[config.mk]
export PLATFORM = sky130hd
export DESIGN_NAME = rsa_request_sequencer_flat
export DESIGN_NICKNAME = d
export VERILOG_FILES = /design/src/rtl/rsa_request_sequencer_pkg.sv /design/src/rtl/rsa_request_sequencer_if.sv /design/src/rtl/rsa_request_sequencer_cycle_counter.sv /design/src/rtl/rsa_request_sequencer.sv /design/src/flat_wrapper.sv
export SDC_FILE = /design/constraint.sdc
export NUM_CORES = 1
export LEC_CHECK = 0
export BUFFER_PORTS_ARGS = -buffer_cell sky130_fd_sc_hd__buf_2
export CORE_ASPECT_RATIO = 2
export CORE_MARGIN = 2
export CORE_UTILIZATION = 45
export CTS_BUF_LIST = sky130_fd_sc_hd__clkbuf_8 sky130_fd_sc_hd__clkbuf_16
export DETAILED_ROUTE_END_ITERATION = 6
export MAX_ROUTING_LAYER = met4
export PLACE_DENSITY = 0.91
export RECOVER_POWER = 50
export SETUP_SLACK_MARGIN = 0.02
export SYNTH_ARGS = -nofsm -noshare
export SYNTH_HDL_FRONTEND = slang
export SYNTH_SLANG_ARGS = --single-unit
export TNS_END_PERCENT = 100
[constraint.sdc]
create_clock -name clk -period 2.5 [get_ports clk]
set_input_delay 0.125 -clock clk [delete_from_list [all_inputs] [get_ports clk]]
set_output_delay 0.125 -clock clk [all_outputs]
set_load 0.05 [all_outputs]
[src/rtl/rsa_request_sequencer_pkg.sv]
// Shared definitions for the RSA request sequencer: controller state encoding,
// default sizing and the timeout counter width helper.
package rsa_request_sequencer_pkg;

    localparam int DefaultWordSize      = 32;
    localparam int DefaultTimeoutCycles = 4096;

    typedef enum logic [2:0] {
        StIdle,
        StClear,
        StLoad,
        StRun,
        StDone
    } seqState_t;

    // The counter only has to reach TimeoutCycles-1, so clog2 bits suffice.
    function automatic int counterWidth(input int cycles);
        return (cycles > 2) ? $clog2(cycles) : 1;
    endfunction

endpackage

[src/rtl/rsa_request_sequencer_if.sv]
// Request, response and engine-control bundle of the RSA request sequencer.
// The sequencer uses the slave view; the environment uses the master view.
interface rsa_request_sequencer_if
    import rsa_request_sequencer_pkg::*;
#(
    parameter int WordSize = DefaultWordSize
);

    logic                req_valid;
    logic                req_ready;
    logic [WordSize-1:0] req_text;
    logic [WordSize-1:0] req_key;
    logic [WordSize-1:0] req_mod;

    logic                resp_valid;
    logic                resp_ready;
    logic [WordSize-1:0] resp_data;
    logic                resp_err;

    logic [WordSize-1:0] eng_text;
    logic [WordSize-1:0] eng_key;
    logic [WordSize-1:0] eng_mod;
    logic                eng_load;
    logic                eng_running;
    logic                eng_divide;
    logic                eng_over;
    logic [WordSize-1:0] eng_result;

    modport slave (
        input  req_valid, req_text, req_key, req_mod, resp_ready, eng_over, eng_result,
        output req_ready, resp_valid, resp_data, resp_err,
               eng_text, eng_key, eng_mod, eng_load, eng_running, eng_divide
    );

    modport master (
        output req_valid, req_text, req_key, req_mod, resp_ready, eng_over, eng_result,
        input  req_ready, resp_valid, resp_data, resp_err,
               eng_text, eng_key, eng_mod, eng_load, eng_running, eng_divide
    );

endinterface

[src/rtl/rsa_request_sequencer_cycle_counter.sv]
// Free-running RUN-cycle counter with synchronous clear, used to bound
// how long the sequencer waits for the exponentiation engine.
module cycle_counter #(
    parameter int Width = 12
) (
    input  logic             clk,
    input  logic             reset,
    input  logic             i_clear,
    input  logic             i_enable,
    output logic [Width-1:0] o_count
);

    logic [Width-1:0] r_count;

    always_ff @(posedge clk) begin
        if (reset || i_clear) begin
            r_count <= '0;
        end else if (i_enable) begin
            r_count <= r_count + 1'b1;
        end
    end

    assign o_count = r_count;

endmodule

[src/rtl/rsa_request_sequencer.sv]
// Sequences one modular-exponentiation request at a time through the external
// engine: clear, load, run with timeout, then hold the response until consumed.
module rsa_request_sequencer
    import rsa_request_sequencer_pkg::*;
#(
    parameter int WordSize      = DefaultWordSize,
    parameter int TimeoutCycles = DefaultTimeoutCycles
) (
    input logic                    clk,
    input logic                    reset,
    rsa_request_sequencer_if.slave bus
);

    localparam int                    CountWidth = counterWidth(TimeoutCycles);
    localparam logic [CountWidth-1:0] LastCount  = CountWidth'(TimeoutCycles - 1);
    localparam logic [WordSize-1:0]   MinModulus = WordSize'(2);

    seqState_t           r_state;
    logic [WordSize-1:0] r_text;
    logic [WordSize-1:0] r_key;
    logic [WordSize-1:0] r_mod;
    logic [WordSize-1:0] r_respData;
    logic                r_respErr;
    logic                r_respValid;
    logic                r_reqReady;
    logic                r_engDivide;
    logic                r_engLoad;
    logic                r_engRunning;

    logic [CountWidth-1:0] w_count;
    logic                  w_inRun;
    logic                  w_overSeen;
    logic                  w_timeout;

    assign w_inRun    = (r_state == StRun);
    // A count of zero marks the first RUN cycle, where a leftover finish flag is ignored.
    assign w_overSeen = bus.eng_over && (w_count != '0);
    assign w_timeout  = (w_count == LastCount);

    cycle_counter #(
        .Width(CountWidth)
    ) u_runCounter (
        .clk     (clk),
        .reset   (reset),
        .i_clear (!w_inRun),
        .i_enable(w_inRun),
        .o_count (w_count)
    );

    always_ff @(posedge clk) begin
        if (reset) begin
            r_state      <= StIdle;
            r_text       <= '0;
            r_key        <= '0;
            r_mod        <= '0;
            r_respData   <= '0;
            r_respErr    <= 1'b0;
            r_respValid  <= 1'b0;
            r_reqReady   <= 1'b1;
            r_engDivide  <= 1'b1;
            r_engLoad    <= 1'b0;
            r_engRunning <= 1'b0;
        end else begin
            case (r_state)
                StIdle: begin
                    if (bus.req_valid) begin
                        r_text     <= bus.req_text;
                        r_key      <= bus.req_key;
                        r_mod      <= bus.req_mod;
                        r_reqReady <= 1'b0;
                        if (bus.req_mod < MinModulus) begin
                            r_state     <= StDone;
                            r_respData  <= '0;
                            r_respErr   <= 1'b1;
                            r_respValid <= 1'b1;
                        end else begin
                            r_state   <= StClear;
                            r_engLoad <= 1'b1;
                        end
                    end
                end
                StClear: begin
                    r_state     <= StLoad;
                    r_engDivide <= 1'b0;
                end
                StLoad: begin
                    r_state      <= StRun;
                    r_engRunning <= 1'b1;
                end
                StRun: begin
                    // A finish flag on the timeout cycle still delivers the result.
                    if (w_overSeen || w_timeout) begin
                        r_state      <= StDone;
                        r_respData   <= w_overSeen ? bus.eng_result : '0;
                        r_respErr    <= !w_overSeen;
                        r_respValid  <= 1'b1;
                        r_engDivide  <= 1'b1;
                        r_engLoad    <= 1'b0;
                        r_engRunning <= 1'b0;
                    end
                end
                StDone: begin
                    if (bus.resp_ready) begin
                        r_state     <= StIdle;
                        r_text      <= '0;
                        r_key       <= '0;
                        r_mod       <= '0;
                        r_respData  <= '0;
                        r_respErr   <= 1'b0;
                        r_respValid <= 1'b0;
                        r_reqReady  <= 1'b1;
                    end
                end
                default: begin
                    r_state <= StIdle;
                end
            endcase
        end
    end

    assign bus.req_ready   = r_reqReady;
    assign bus.resp_valid  = r_respValid;
    assign bus.resp_data   = r_respData;
    assign bus.resp_err    = r_respErr;
    assign bus.eng_text    = r_text;
    assign bus.eng_key     = r_key;
    assign bus.eng_mod     = r_mod;
    assign bus.eng_load    = r_engLoad;
    assign bus.eng_running = r_engRunning;
    assign bus.eng_divide  = r_engDivide;

endmodule
[src/flat_wrapper.sv]
// flat-port wrapper written by rule: the top's interface ports become plain ports
module rsa_request_sequencer_flat import rsa_request_sequencer_pkg::*;
#(
    parameter int WordSize      = DefaultWordSize,
    parameter int TimeoutCycles = DefaultTimeoutCycles
)
  (clk, reset, bus_req_valid, bus_req_text, bus_req_key, bus_req_mod, bus_resp_ready, bus_eng_over, bus_eng_result, bus_req_ready, bus_resp_valid, bus_resp_data, bus_resp_err, bus_eng_text, bus_eng_key, bus_eng_mod, bus_eng_load, bus_eng_running, bus_eng_divide);
  rsa_request_sequencer_if #(.WordSize(WordSize)) bus_i ();
  input logic clk;
  input logic reset;
  input wire logic [$bits(bus_i.req_valid)-1:0] bus_req_valid;
  input wire logic [$bits(bus_i.req_text)-1:0] bus_req_text;
  input wire logic [$bits(bus_i.req_key)-1:0] bus_req_key;
  input wire logic [$bits(bus_i.req_mod)-1:0] bus_req_mod;
  input wire logic [$bits(bus_i.resp_ready)-1:0] bus_resp_ready;
  input wire logic [$bits(bus_i.eng_over)-1:0] bus_eng_over;
  input wire logic [$bits(bus_i.eng_result)-1:0] bus_eng_result;
  output wire logic [$bits(bus_i.req_ready)-1:0] bus_req_ready;
  output wire logic [$bits(bus_i.resp_valid)-1:0] bus_resp_valid;
  output wire logic [$bits(bus_i.resp_data)-1:0] bus_resp_data;
  output wire logic [$bits(bus_i.resp_err)-1:0] bus_resp_err;
  output wire logic [$bits(bus_i.eng_text)-1:0] bus_eng_text;
  output wire logic [$bits(bus_i.eng_key)-1:0] bus_eng_key;
  output wire logic [$bits(bus_i.eng_mod)-1:0] bus_eng_mod;
  output wire logic [$bits(bus_i.eng_load)-1:0] bus_eng_load;
  output wire logic [$bits(bus_i.eng_running)-1:0] bus_eng_running;
  output wire logic [$bits(bus_i.eng_divide)-1:0] bus_eng_divide;
  assign bus_i.req_valid = bus_req_valid;
  assign bus_i.req_text = bus_req_text;
  assign bus_i.req_key = bus_req_key;
  assign bus_i.req_mod = bus_req_mod;
  assign bus_i.resp_ready = bus_resp_ready;
  assign bus_i.eng_over = bus_eng_over;
  assign bus_i.eng_result = bus_eng_result;
  assign bus_req_ready = bus_i.req_ready;
  assign bus_resp_valid = bus_i.resp_valid;
  assign bus_resp_data = bus_i.resp_data;
  assign bus_resp_err = bus_i.resp_err;
  assign bus_eng_text = bus_i.eng_text;
  assign bus_eng_key = bus_i.eng_key;
  assign bus_eng_mod = bus_i.eng_mod;
  assign bus_eng_load = bus_i.eng_load;
  assign bus_eng_running = bus_i.eng_running;
  assign bus_eng_divide = bus_i.eng_divide;
  rsa_request_sequencer #(.WordSize(WordSize), .TimeoutCycles(TimeoutCycles)) u_core (.clk(clk), .reset(reset), .bus(bus_i));
endmodule
Yosys cells after proc, flatten, opt, wreduce, memory -nomap -nowiden:

Cells that the tools add are included.

* mux-type cells: 33
* add/sub/neg operators: 1
* reduce and logical (&&, ||, !) cells: 18
* $lt $le $gt $ge: 1
* equality and inequality tests: 10

Operator list (number)
* 32-bit two-way mux: 8
* 32-bit case mux with 2 select lines: 3
* 32-bit case mux with 3 select lines: 1
* 32-bit by 2-bit less-than comparator with 1-bit output, second input constant: 1
* 3-bit case mux with 5 select lines: 1
* 12-bit by 1-bit adder with 12-bit output, second input constant: 1
* 12-bit equality test, second input constant: 1
* 3-bit two-way mux: 4
* 12-bit nonzero test: 1
* 1-bit two-way mux: 10
* 2-bit inequality test, second input constant: 4
* 1-bit case mux with 2 select lines: 4
* 2-bit nonzero test: 4
* 3-bit by 2-bit equality test with 1-bit output, second input constant: 2
* 1-bit case mux with 3 select lines: 2
* 3-bit AND reduction: 2
* 5-bit AND reduction: 1
* 2-bit AND reduction: 2
* 4-bit AND reduction: 1
* 3-bit by 1-bit equality test with 1-bit output, second input constant: 1
* 3-bit equality test, second input constant: 1
* 3-bit logical NOT: 1
* 3-bit nonzero test: 1
* 1-bit logical NOT: 2
* other kinds (3): 4

* bits in registers: 149
* bits of input ports: 133
* output and inout port bits: 134
* word-level logic and storage cells: 75

Depth between registers and ports, before layout:

Gate-level depths: netlist of the first run.

* word-level depth: 5
* mapped depth: 8
* gate-level depth less buffers: 7

Modules after synthesis:

From an unflattened synthesis of the first run, not the netlist that was laid out.

* cells, all modules: 635
* area, all modules: 5505.3 um^2

Modules (own cells, without submodules)
* rsa_request_sequencer: area each 4942.2 um^2, instances 1, cells an instance 573
* cycle_counter: area each 563.0 um^2, instances 1, cells an instance 62

Worst setup path after synthesis of the first run:

No wires, ideal clock.

* path type: register to register
* from: register u_core.u_runCounter.r_count[0], in the netlist u_core.u_runCounter.o_count[0]
* to: register u_core.r_respData[11], in the netlist u_core.bus.resp_data[11]
* setup slack: 0.500 ns
* period minus slack after synthesis: 2.000 ns
* data arrival time: 1.941 ns
* library setup time: 0.059 ns
* stages on the path, launching flop included: 9
* path through: dfxtp_1 > inv_1 > ha_1 > or4b_4 > o31ai_4 > a31oi_4 > a31oi_4 > buf_6 > a22o_2

* longest elaborated chain between the ends: 5

Ends and longest elaborated chain
* start, declared: line rsa_request_sequencer_cycle_counter.sv:13 `logic [Width-1:0] r_count;`
* start signal, assigned: line rsa_request_sequencer_cycle_counter.sv:19 `r_count <= r_count + 1'b1;`
* 12-bit nonzero test: line rsa_request_sequencer.sv:37 `assign w_overSeen = bus.eng_over && (w_count != '0);`
* 1-bit logical AND: line rsa_request_sequencer.sv:37
* 32-bit two-way mux or 1-bit logical OR (tied branches): line rsa_request_sequencer.sv:94, rsa_request_sequencer.sv:92
* 32-bit two-way mux or 2-bit inequality test (tied branches)
* 32-bit case mux with 3 select lines or 5-bit AND reduction (tied branches)
* end signal, assigned: line rsa_request_sequencer.sv:94 `r_respData <= w_overSeen ? bus.eng_result : '0;`
* end, declared: line rsa_request_sequencer.sv:22 `logic [WordSize-1:0] r_respData;`

Several ways; a longest one is shown, not always the timed one. The select of a mux whose other input is x is not followed.
A chain may end at the register's enable or synchronous reset.

Worst setup path after layout of the first run:

* from: input port bus_req_mod[12]
* to: register u_core.r_respData[19], in the netlist u_core.bus.resp_data[19]

* longest elaborated chain between the ends: 3

Ends and longest elaborated chain
* start, declared: line flat_wrapper.sv:14 `input wire logic [$bits(bus_i.req_mod)-1:0] bus_req_mod;`
* 32-bit by 2-bit less-than comparator with 1-bit output: line rsa_request_sequencer.sv:71 `if (bus.req_mod < MinModulus) begin`
* 2-bit by 1-bit inequality test with 1-bit output (no line)
* 5-bit AND reduction (no line)

Every way passes these cells.

==> results.md, run 1 <==
* Die area at 12700 um^2
* Initial antenna violation count at 0
* Post-synth EDFFs at 0
* Final Cycle Share at 0.908
* Crit Path Max Fanout at 32
* Crit path launch type: primary input
* Final Critical Period at 2.27 ns
* Mapped cell area at ~5300 um^2
* Synth area leader: dfxtp_1
* Leading post-synthesis cells by instance count: dfxtp_1 (149), nor2_1 (114), a22oi_1 (96), clkbuf_1 (30), a22o_2 (27)
* Worst Tran Pin Value at 0.686 ns
* Kind of critical path: in -> reg
* Mapped Cells at 526
* Endpoints failing setup at 0
* Highest Clock Rate at between 400 and 500 MHz
* I/O Buffers at 266
* Die X at 80.8 um
* Top post-synthesis cells by area: dfxtp_1 (56%), a22oi_1 (14%), nor2_1 (8.1%), a22o_2 (5.1%), clkbuf_1 (2.1%)
* Root Driver: clkbuf_16
* Endpoints failing hold at 1
* Max rail drop VDD at ~0.66 mV
* Worst hold slack at -0.0200 ns
* Violated checks: hold timing
* Fin Setup TNS at 0 ns
* Syn_nets at 661
* Async set-reset flop share out of synthesis at 0
* DRC at 0
* Slew HR at 0.545
* Core area at 11600 um^2
* Critical path data arrival time at 2.57 ns
* Number of slew-limit violations in the final report at 0
* Global-route wire length before repair at 29.2 mm
* FF-to-FF path depth at 8
* WHS Endpoint: u_core.bus.eng_text[18]$_SDFFE_PP0P_
* Seq/Total Area, Yosys at 0.562
* DRT Pass-1 Iters at 6
* Max-Cap Viols at 0
* Initial Util at 0.456
* Routed WL at ~19 mm
* Crit. End Element: flip-flop
* RR Endpoint: u_core.bus.resp_data[19]$_SDFFE_PP0P_
* GRT Total Usage at 0.308
* HP Start: bus_req_text[18]
* Die height at 158 um
* DR vias/cell at 5.54
* # fillers at 843
* Status: finished, violations left
* ANT nets after route at 0
* Placed cell area at 6740 um^2
* Fin nets at 1036
* Clock insertion delay at the later pin of the skew report at 0.41 ns
* RSZ-0062 raised after global routing: false
* Worst Skew at 0.0145 ns
* Seq cells post-synth at 149
* TritonCTS clock tree: yes
* R2R Setup Slk at 0.33 ns
* CTS max path bufs at 2
* Routed via count at 5872
* CTS buffer count at 17
* Final Cell Area at 8380 um^2
* Leakage at roughly 3.4 nW
* Worst hold stages at 3
* Clock sinks at 149
* Number of global-route vias before repair at 5966
* Total grt overflow at 0
* IO Count at between 200 and 300
* Worst-path clk slew at roughly 0.070 ns
* H-Tree Depth at 4
* Share of layout cells above drive strength 1 at 0.233
* RD Place Congestion at 0.862
* Row cnt at 56
* Req. time, crit path at approximately 2.8 ns
* Post-DP HPWL at around 11 mm
* PD cells at roughly 960 nW/um^2
* Synth unique cells at 43
* Hold WC Path Type: in -> reg
* Post-synth top area share at 0.562
* DR WL/cell at approximately 18 um
* DRT iter0 DRCs at between 300 and 400
* Synth Flop Type: dfxtp_1
* Area Overhead vs Synth at 58.0%
* Largest net degree at the start of global routing at 58
* Resized cells post-CTS at 0
* Synth warnings at 0
* Most used standard cell by instance count after synthesis: dfxtp_1
* Reg2Reg Launch Point: u_core.u_runCounter.o_count[0]$_SDFFE_PP0P_
* Post-Syn Area per Cell at 10.1 um^2
power by group:
group          internal [W]  switching [W]
Combinational      0.000768        0.00191
Sequential          0.00267       0.000207
Clock               0.00142        0.00107
Total               0.00486        0.00318
how the worst max path moves through the flow:
stage	cells after the start	end	start	slack, ns
after floorplan	8	u_core.bus.resp_data[11]$_SDFFE_PP0P_	u_core.u_runCounter.o_count[0]$_SDFFE_PP0P_	0.50
after global placement	8	u_core.bus.resp_data[27]$_SDFFE_PP0P_	u_core.u_runCounter.o_count[0]$_SDFFE_PP0P_	0.41
after detailed placement	8	u_core.bus.resp_data[12]$_SDFFE_PP0P_	u_core.u_runCounter.o_count[0]$_SDFFE_PP0P_	0.36
after CTS	9	u_core.bus.resp_data[19]$_SDFFE_PP0P_	bus_req_mod[12]	0.20
after global routing	9	u_core.bus.resp_data[19]$_SDFFE_PP0P_	bus_req_mod[12]	0.07
final	9	u_core.bus.resp_data[19]$_SDFFE_PP0P_	bus_req_mod[12]	0.23
worst max-delay path, stage by stage:
cell	delay [ns]
dlygate4sd3_1	0.53
buf_2	0.14
nor4_1	0.41
buf_4	0.19
nand4_1	0.19
o21ai_0	0.40
a31oi_4	0.15
buf_12	0.20
a22o_2	0.24
per-stage QoR:
step           utilization  instances  hold slack [ns]  setup WS, ns  power [W]
3_5_place_dp         0.580        904            0.350         0.355    0.00542
6_report             0.721       1060          -0.0200         0.231    0.00804
4_1_cts              0.735       1059          0.00126         0.202    0.00805
3_3_place_gp         0.580        904            0.344         0.407    0.00539
5_1_grt              0.721       1059          0.00383        0.0708    0.00836
2_1_floorplan            -        526            0.258         0.500    0.00476
per-layer routing:
metal / GRT usage / part of all wire
met4: 0.177 / 0.047
met3: 0.0734 / 0.072
met2: 0.527 / 0.52
met5: - / 0
met1: 0.314 / 0.36
cells by family (layout without fill, tap and decap cells):
| logic type | Yosys count | in the layout | share of synthesized area |
|---|---|---|---|
| other cells | 0 | 1 | 0 |
| fa+ha+maj | 2 | 2 | 0.00472 |
| buf+inv | 48 | 436 | 0.0432 |
| compound gates | 153 | 153 | 0.232 |
| flops | 149 | 149 | 0.562 |
| mux | 2 | 2 | 0.00401 |
| simple gates | 164 | 164 | 0.141 |
| xor+xnor | 8 | 8 | 0.0132 |
cells in the final DEF, fill, tap and decap left out, types with 4 or more instances in the layout:
master and count:
a21oi_1 8, a22o_1 5, a22o_2 27, a22oi_1 96
a31oi_1 4, buf_12 4, buf_2 131, buf_4 5
clkbuf_1 135, clkbuf_16 17, clkinv_4 4, dfxtp_1 149
dlygate4sd3_1 123, inv_1 7, inv_6 5, nand2_1 7
nand2b_1 5, nand3_1 4, nand4_1 5, nor2_1 113
nor4_1 7, o21ai_0 5, xnor2_1 6
registers in the layout, indices dropped and copies added (netlist names):
name	flops
u_core.bus.eng_text	32
u_core.bus.resp_data	32
u_core.bus.eng_running	1
u_core.bus.eng_mod	32
u_core.bus.eng_key	32
u_core.bus.resp_err	1
u_core.r_state	3
u_core.bus.eng_load	1
u_core.u_runCounter.o_count	12
u_core.bus.resp_valid	1
u_core.bus.eng_divide	1
u_core.bus.req_ready	1
layout make-up:
type                            instances  area (um^2)  share of cell area
Multi-Input combinational cell        329         2100               0.251
Sequential cell                       149         2980               0.356
Clock inverter                         14          139              0.0166
Timing Repair Buffer                  398         2510               0.300
Inverter                                6         22.5             0.00269
Clock buffer                           18          439              0.0524
Antenna cell                            1         2.50            0.000299
Tap cell                              145          181              0.0216
repair_timing:
action,in CTS,in global routing
hold endpoints to repair,123,0
buffers inserted,0,0
hold buffers,123,0
setup endpoints to repair,0,0
Power figures use the tool's default switching activity.
==> run 2, diff against run 1 <==
- clock period: 2.5 -> 2.14 ns (I/O delays scaled with it)
==> results.md, run 2 (synthesis results as in run 1) <==
* Status: finished, violations left
* Violated checks: DRC, setup timing
* Critical path data arrival time at 2.49 ns (-0.08 ns)
* CP top delay family: compound AO/OA/AOI/OAI gates
* TritonCTS clock tree: yes
* Number of slew-limit violations in the final report at 0 (unchanged)
* Setup crit start: u_core.u_runCounter.o_count[0]$_SDFFE_PP0P_
* Worst Path Buf+Inv at 2 (-2)
* Commonest cells after routing, fill and taps aside: dfxtp_1 (147), buf_2 (140), dlygate4sd3_1 (128)
* Most common cell after layout, fill and taps aside: dfxtp_1
* Kind of critical path: reg -> reg
* Post-DP HPWL at 10.5 mm (-2.3%)
* Post-Layout Cell Count at 1071 (+1.0%)
* DR vias/cell at 5.58 (+0.79%)
* RSZ-0062 raised after global routing: true
* Row cnt at 56 (unchanged)
* Worst-path clk slew at 0.07 ns (about the same)
* Endpoints failing hold at 0 (-1)
* Worst Skew at 0.0113 ns (-0.00320 ns)
* GRT Total Usage at 0.309 (+0.000933)
* Routed WL at 19.6 mm (+1.6%)
* Root Driver: clkbuf_16
* Worst Tran Pin Value at 0.680 ns (-0.00576 ns)
* DR WL/cell at 18.3 um (+0.54%)
* PD cells at 1110 nW/um^2 (+16%)
* R2R Setup Slk at -0.005 ns (-0.33 ns)
* IO Count at 267 (unchanged)
* Final Cycle Share at 1.00
* Core area at 11600 um^2 (unchanged)
* Die X at 80.8 um (unchanged)
* H-Tree Depth at 4 (unchanged)
* Highest Clock Rate at approximately 470 MHz
* Die height at 158 um (unchanged)
* Fin nets at 1046 (+0.97%)
* Die area at 12700 um^2 (unchanged)
* CP max stage delay at 0.47 ns (-0.06 ns)
* CTS buffer count at 17 (unchanged)
* Endpoints failing setup at 1 (+1)
* Max-Cap Viols at 0 (unchanged)
* Initial antenna violation count at 1 (+1)
* Leakage at 3.49 nW (+2.5%)
* Clock insertion delay at the later pin of the skew report at 0.42 ns (about the same)
* Crit path launch type: flip-flop
* CTS max path bufs at 2 (unchanged)
* Final worst slack at -0.00450 ns (-0.235 ns)
* Max rail drop VDD at 0.758 mV (+15%)
* Top Usage Layer GRT: met2
* CP most frequent cell: a31oi_4
* I/O Buffers at 266 (unchanged)
* Crit path cell chain: inv_1, ha_1, or4b_4, o31ai_4, a31oi_4, a31oi_4, buf_12, a22o_2
* DRT Pass-1 Iters at 7 (+1)
* Met3 Use GR at 0.0768 (+0.00344)
* Initial Util at 0.456 (unchanged)
* Inst Count DP at 908 (+0.44%)
* Slowest-stage cell, CP: or4b_4
* FF-to-FF path depth at 8 (unchanged)
* Share of layout cells above drive strength 1 at 0.252 (+0.0191)
* # fillers at 803 (-4.7%)
* Final Critical Period at 2.14 ns
* Slew HR at 0.547 (+0.00188)
* Hold WC Path Type: in -> reg
* Clock sinks at 149 (unchanged)
* ANT nets after route at 0 (unchanged)
* Number of global-route vias before repair at 5944 (-0.37%)
* CP Capture Point: u_core.bus.resp_data[12]$_SDFFE_PP0P_
* Reg2Reg Launch Point: u_core.u_runCounter.o_count[0]$_SDFFE_PP0P_
* RR Endpoint: u_core.bus.resp_data[12]$_SDFFE_PP0P_
* Total grt overflow at 0 (unchanged)
* Routed via count at 5980 (+1.8%)
* Met2 usage at 0.510 (-0.0175)
* Global-route wire length before repair at 29.6 mm (+1.2%)
* Place WS at -0.0142 ns (-0.370 ns)
* Req. time, crit path at 2.49 ns (-0.31 ns)
* M1 GR Usage at 0.330 (+0.0163)
* RD Place Congestion at 0.909 (+5.4%)
* Worst hold slack at 0.0222 ns (+0.0421 ns)
* DRC at 4 (+4)
* DRT iter0 DRCs at 484 (+33%)
* Crit Path Max Fanout at 32 (unchanged)
* Crit. End Element: flip-flop
* Total power at 0.00942 W (+17%)
* Area Overhead vs Synth at 60.2%
* Critical path depth at 8 (-1)
* Largest net degree at the start of global routing at 67 (+16%)
==> run 2: cell types whose count changed in the layout (fill, tap and decap cells not counted), sizes merged <==
cell | before | now
inv | 13 | 14
dlygate4sd3 | 123 | 128
buf | 140 | 155
diode | 1 | 2
clkbuf | 153 | 142
==> run 2: metal layers <==
layer,part of all wire,wire [um]
met1,0.36,7000
met2,0.52,10200
met3,0.071,1390
met4,0.049,970
met5,0,0
==> run 2: worst register-to-register path, stage by stage (launching register included) <==
cell and delay (ns):
dfxtp_2 0.34, inv_1 0.05, ha_1 0.15, or4b_4 0.47
o31ai_4 0.31, a31oi_4 0.17, a31oi_4 0.18, buf_12 0.21
a22o_2 0.20
==> run 2: worst min path at each step <==
stage,startpoint,endpoint,depth (start not counted)
6_report,bus_req_mod[20],u_core.bus.eng_mod[20]$_SDFFE_PP0P_,3
5_1_grt,bus_req_mod[20],u_core.bus.eng_mod[20]$_SDFFE_PP0P_,3
4_1_cts,bus_req_mod[20],u_core.bus.eng_mod[20]$_SDFFE_PP0P_,3
3_5_place_dp,bus_eng_result[3],u_core.bus.resp_data[3]$_SDFFE_PP0P_,2
3_3_place_gp,bus_eng_result[9],u_core.bus.resp_data[9]$_SDFFE_PP0P_,2
2_1_floorplan,bus_eng_result[10],u_core.bus.resp_data[10]$_SDFFE_PP0P_,1
==> run 2: report_power, final <==
group,switching [W],internal (W)
Sequential,0.000240,0.00312
Clock,0.00128,0.00163
Combinational,0.00224,0.000908
==> run 2: cell type report <==
| cell class | count | area (um^2) | area share |
|---|---|---|---|
| clock buffers | 17 | 425 | 0.0501 |
| inverters | 6 | 22.5 | 0.00265 |
| multi-input cells | 329 | 2110 | 0.249 |
| clock inverters | 15 | 145 | 0.0171 |
| flip-flops and latches | 149 | 2990 | 0.351 |
| repair buffers | 408 | 2620 | 0.308 |
| diodes | 2 | 5.00 | 0.000589 |
| well taps | 145 | 181 | 0.0214 |
==> run 2: through the flow <==
stage	TNS, ns	utilization	area (um^2)
finish	-0.00450	0.731	8500
global route	-0.510	0.730	8490
CTS	0	0.742	8630
detailed placement	-0.0365	0.582	6770
global placement	0	0.582	6770
floorplan	0	-	5310
==> run 2: timing repair <==
item	CTS	global route
hold endpoints to repair	128	0
cloned	0	0
setup buffers	1	0
pin swaps	1	0
endpoints found under the setup margin	33	34
resized for setup	0	5
hold buffers	128	0
